## src/rtl/pe_result_writeback.sv

```systemverilog
// Buffers result tiles from two PEs in per-PE FIFOs and round-robin serialises
// them onto a single output-memory write port, flagging any dropped push.
module pe_result_writeback #(
  parameter int unsigned FIFO_DEPTH = 4,
  parameter int unsigned ADDR_W     = 12
) (
  input  logic                          clk,
  input  logic                          reset,
  input  logic signed [5:0][5:0][11:0]  pe_a_tile_i,
  input  logic [ADDR_W-1:0]             pe_a_addr_i,
  input  logic                          pe_a_valid_i,
  input  logic signed [5:0][5:0][11:0]  pe_b_tile_i,
  input  logic [ADDR_W-1:0]             pe_b_addr_i,
  input  logic                          pe_b_valid_i,
  input  logic                          mem_ready_i,
  output logic                          mem_wen_o,
  output logic [ADDR_W-1:0]             mem_addr_o,
  output logic [511:0]                  mem_data_o,
  output logic [15:0]                   write_count_o,
  output logic                          overflow_o,
  output logic                          idle_o
);

  localparam int unsigned PTR_W  = (FIFO_DEPTH > 1) ? $clog2(FIFO_DEPTH) : 1;
  localparam int unsigned CNT_W  = PTR_W + 1;
  localparam int unsigned TILE_W = 432;
  localparam int unsigned ENT_W  = ADDR_W + TILE_W;

  typedef enum logic {GRANT_A, GRANT_B} grant_e;

  grant_e            last_grant;
  logic [ENT_W-1:0]  fifo_mem [2][FIFO_DEPTH];
  logic [PTR_W-1:0]  rd_ptr [2];
  logic [PTR_W-1:0]  wr_ptr [2];
  logic [CNT_W-1:0]  occ [2];
  logic [ENT_W-1:0]  in_ent [2];
  logic [ENT_W-1:0]  head;
  logic [1:0]        valid, empty, full, push, pop, drop;

  // Packed tile [r][c] already sits at bit (r*6+c)*12, so the flat vector is the memory layout.
  assign in_ent[0] = {pe_a_addr_i, pe_a_tile_i};
  assign in_ent[1] = {pe_b_addr_i, pe_b_tile_i};
  assign valid     = {pe_b_valid_i, pe_a_valid_i};

  always_comb begin
    empty = '0;
    full  = '0;
    pop   = '0;
    push  = '0;
    drop  = '0;
    for (int unsigned i = 0; i < 2; i++) begin
      empty[i] = (occ[i] == '0);
      full[i]  = (occ[i] == CNT_W'(FIFO_DEPTH));
    end
    if (mem_ready_i) begin
      if (!empty[0] && !empty[1]) begin
        if (last_grant == GRANT_B) pop[0] = 1'b1;
        else                       pop[1] = 1'b1;
      end else if (!empty[0]) begin
        pop[0] = 1'b1;
      end else if (!empty[1]) begin
        pop[1] = 1'b1;
      end
    end
    // A full FIFO still accepts a push when its head leaves in the same cycle.
    for (int unsigned i = 0; i < 2; i++) begin
      push[i] = valid[i] && (!full[i] || pop[i]);
      drop[i] = valid[i] && full[i] && !pop[i];
    end
    head = pop[0] ? fifo_mem[0][rd_ptr[0]] : fifo_mem[1][rd_ptr[1]];
  end

  always_ff @(posedge clk) begin
    if (!reset) begin
      for (int unsigned i = 0; i < 2; i++) begin
        if (push[i]) fifo_mem[i][wr_ptr[i]] <= in_ent[i];
      end
    end
  end

  always_ff @(posedge clk) begin
    if (reset) begin
      for (int unsigned i = 0; i < 2; i++) begin
        rd_ptr[i] <= '0;
        wr_ptr[i] <= '0;
        occ[i]    <= '0;
      end
      last_grant    <= GRANT_B;
      mem_wen_o     <= 1'b0;
      mem_addr_o    <= '0;
      mem_data_o    <= '0;
      write_count_o <= '0;
      overflow_o    <= 1'b0;
    end else begin
      for (int unsigned i = 0; i < 2; i++) begin
        if (push[i]) wr_ptr[i] <= wr_ptr[i] + 1'b1;
        if (pop[i])  rd_ptr[i] <= rd_ptr[i] + 1'b1;
        unique case ({push[i], pop[i]})
          2'b10:   occ[i] <= occ[i] + 1'b1;
          2'b01:   occ[i] <= occ[i] - 1'b1;
          default: occ[i] <= occ[i];
        endcase
      end
      mem_wen_o <= |pop;
      if (|pop) begin
        mem_addr_o    <= head[ENT_W-1 -: ADDR_W];
        mem_data_o    <= {{(512-TILE_W){1'b0}}, head[TILE_W-1:0]};
        write_count_o <= write_count_o + 16'd1;
        last_grant    <= pop[0] ? GRANT_A : GRANT_B;
      end
      if (|drop) overflow_o <= 1'b1;
    end
  end

  assign idle_o = empty[0] && empty[1] && !mem_wen_o;

endmodule

```

## config.mk

```make
export PLATFORM = sky130hd
export DESIGN_NAME = pe_result_writeback
export DESIGN_NICKNAME = d
export VERILOG_FILES = /design/src/rtl/pe_result_writeback.sv
export SDC_FILE = /design/constraint.sdc
export NUM_CORES = 2
export LEC_CHECK = 0
export CAP_MARGIN = 10
export CORE_UTILIZATION = 45
export CTS_BUF_LIST = sky130_fd_sc_hd__clkbuf_2
export CTS_CLUSTER_SIZE = 20
export DETAILED_ROUTE_END_ITERATION = 8
export HOLD_SLACK_MARGIN = 0.1
export PLACE_DENSITY = 0.72
export SYNTH_ARGS = -nofsm -noshare
export SYNTH_HDL_FRONTEND = slang
export SYNTH_SLANG_ARGS = --single-unit
```

## constraint.sdc

```tcl
create_clock -name clk -period 41 [get_ports clk]
set_input_delay 12.3 -clock clk [delete_from_list [all_inputs] [get_ports clk]]
set_output_delay 12.3 -clock clk [all_outputs]
set_load 0.005 [all_outputs]
```

==> flow_summary.yaml <==
floorplan:
  die_x_um: 574
  num_rows: 209
  fp.dieArea_um2: 329000
  core_um2: 325000
  dieHeight_um: 574
  pin_count: 1436
  initial_core_util_pct: 45.3
final_layout:
  final_core_util_pct: 53.7
  multiInputGateArea_um2: 28200
  ff_latch_area_um2: 116000
  n_fill_cell: 25300
  layout_commonest_cell: "edfxtp_1"
  fin_nets: 9823
  final_cell_mix: "edfxtp_1 (3,566), clkbuf_2 (1,430), clkdlybuf4s50_1 (1,354), mux4_2 (888), dfxtp_1 (463)"
  area_growth_pct: 18.5
  drive_gt1_share_pct: 26.6
global_routing:
  grt_max_degree: 129
  grt_usage_pct: 24.2
  grt_pass1_vias: 82100
  antenna_found_initial: 246
  overflow: 0
  grt_pass1_wl_um: 577000
timing:
  min_period_over_period_pct: 41.8
  fmaxAchievable_ghz: 0.0584
  min_period_ns: 17.12
  setup_viol: 0
  max_slew_margin_pct: 20.8
  report.final.slew_viol_count: 0
  tns_ns: 0
  worst_pin_slew_ns: 1.19
  rsz0062_at_grt: "false"
  finalHoldViolations: 0
  fin_worst_skew_ns: 0.212
power_and_ir_drop:
  finalPower_uw: 9580
  ir_drop_v: 0.0000372
  power.density_nw_per_um2: 54.9
  power_leakage_uw: 0.0569
cts:
  cts_buffers: 943
  cts_tree: "built"
  htree_levels: 6
  clk_latency_ns: 2.27
  clock-sinks: 4029
  clkTransAtPathRegs_ns: 0.12
  cts_setup_buffers: 0
  cts_root_buf: "clkbuf_2"
  ctsHoldBuffers: 0
  cts_buffer_depth: 4
  post_cts_resized: 0
synthesis:
  synth_area_per_cell_um2: 21.3
  synth_top_area_share_pct: 72.8
  ys_warn_count: 0
  ys_top_cells_by_area: "edfxtp_1 (73%), mux4_2 (14%), dfxtp_1 (6.3%)"
  syn-cell-area_um2: 147000
  synth_edf_count: 3566
  ys_ff_latch: 4029
  async_flop_share_pct: 0
  synth.distinct_cells: 57
  synth_top_cell_by_area: "edfxtp_1"
  netlist_instances: 6894
  ys_seq_area_share_pct: 79.1
  ys.flop_type: "edfxtp_1"
critical_path:
  crit_required_ns: 28.70
  cp-end-kind: "output port"
  worstPathMaxFanout: 7
  crit_path_start_kind: "flop"
  crit_family: "simple AND/OR/NAND/NOR gates"
  cp_slowest_stage_delay_ns: 0.87
  setup.worst_path.class: "reg2out"
  worstPathCellList: "inv_1 -> ha_1 -> nand2b_1 -> nor3_1 -> clkdlybuf4s50_1"
  cp.buffers_inverters: 2
  cpMaxStageDelayCell: "nor3_1"
  arrival_ns: 4.82
hold_path:
  hp-class: "reg2reg"
route:
  postRouteAntennaNets: 0
  wirelength_um: 406000
  first_iter_violations: 7954
  viasPerCell: 5.62
  vias: 80100
  dr.pass1.iters: 5
  drc: 0
  avgRoutedWirePerCell_um: 28.5
job:
  maxCapViolations: 0
outcome:
  outcome: "finished clean"
place:
  gp_congestion: 0.832
  io_buffer_count: 1355
  hpwl_um: 265000
## area by class of cell
cell class                      count  share of cell area [%]
Antenna cell                      172                   0.247
Clock buffer                     1430                    4.10
Clock inverter                    357                    1.20
Inverter                           14                  0.0344
Multi-Input combinational cell   2448                    16.2
Sequential cell                  4029                    66.7
Tap cell                         4325                    3.10
Timing Repair Buffer             1479                    8.42
## registers in the layout, summed over array words and instances (netlist names), 4 cells and up
name	cells
rd_ptr	4
wr_ptr	4
write_count_o	16
mem_addr_o	12
mem_data_o	432
occ	6
fifo_mem	3552
## path summary, 6_finish.rpt
check	start	end	slack, ns	depth (start not counted)
worst max-delay path	occ[1][0]$_DFFE_PP_	idle_o	23.88	5
worst min-delay path	write_count_o[12]$_SDFFE_PP0P_	write_count_o[12]$_SDFFE_PP0P_	0.54	2
worst max register to register	occ[1][0]$_DFFE_PP_	fifo_mem[0][1485]$_DFFE_PP_	34.06	11
worst min register to register	write_count_o[12]$_SDFFE_PP0P_	write_count_o[12]$_SDFFE_PP0P_	0.54	2
## logic make-up after synthesis
| kind of cell | after synthesis | share of synthesized area, % |
|---|---|---|
| flip-flops | 4029 | 79.1 |
| XOR/XNOR | 12 | 0.0714 |
| other | 1 | 0.00255 |
| multiplexers | 889 | 13.6 |
| buffers and inverters | 496 | 1.98 |
| AND/OR/NAND/NOR | 964 | 3.04 |
| AO/OA/AOI/OAI | 488 | 2.10 |
| adder cells (fa/ha/maj) | 15 | 0.133 |
## cell usage after synthesis, types with 2 or more instances
master	count
edfxtp_1	3566
mux4_2	888
dfxtp_1	463
nor2_1	461
o22ai_1	444
nor3_1	419
buf_4	186
buf_2	169
clkbuf_1	68
buf_1	36
nor3_2	32
ha_1	14
buf_6	13
inv_1	13
nand2_1	13
a21oi_1	12
clkbuf_4	10
xnor2_1	9
and2_1	8
o21ai_0	8
or3_1	8
nand3_1	4
o211ai_1	4
and4_1	3
nand4_1	3
xor2_1	3
a211oi_1	2
a21boi_0	2
a21o_1	2
a311o_1	2
and3_1	2
nor2b_1	2
## routing by layer
metal | vias to the layer above | GRT usage (%) | share of wire, %
met4 | 170 | 13.2 | 5.1
met1 | 41100 | 29.4 | 36
met3 | 959 | 7.77 | 10
met5 | - | 0 | 0.27
li1 | 33400 | - | -
met2 | 4444 | 38.7 | 48
## worst reg2reg max path, stage by stage (launching register included)
cell and delay [ns]:
edfxtp_1 0.45, inv_1 0.11, ha_1 0.26, nor2b_4 0.34
o21ai_4 0.12, a311oi_1 0.56, and2_4 0.78, buf_4 0.71
buf_4 0.82, buf_4 0.62, buf_4 0.81, buf_4 0.85
## power by group
part | leakage (µW) | internal [µW] | total (µW) | switching [µW]
clock | 0.00691 | 1000 | 2650 | 1650
combinational | 0.0137 | 869 | 1920 | 1050
sequential | 0.0362 | 4830 | 5010 | 174
total | 0.0569 | 6710 | 9580 | 2870
## through the flow
| step | hold WS, ns | area [µm²] | cells | worst slack, ns |
|---|---|---|---|---|
| 2_1_floorplan | 0.483 | 147000 | 6973 | 17.14 |
| 3_3_place_gp | 0.496 | 165000 | 12300 | 22.13 |
| 3_5_place_dp | 0.517 | 165000 | 12300 | 21.96 |
| 4_1_cts | 0.535 | 174000 | 14100 | 23.48 |
| 5_1_grt | 0.566 | 174000 | 14200 | 23.69 |
| 6_report | 0.536 | 174000 | 14300 | 23.88 |
Note: power is estimated with default switching activity, not from simulation.
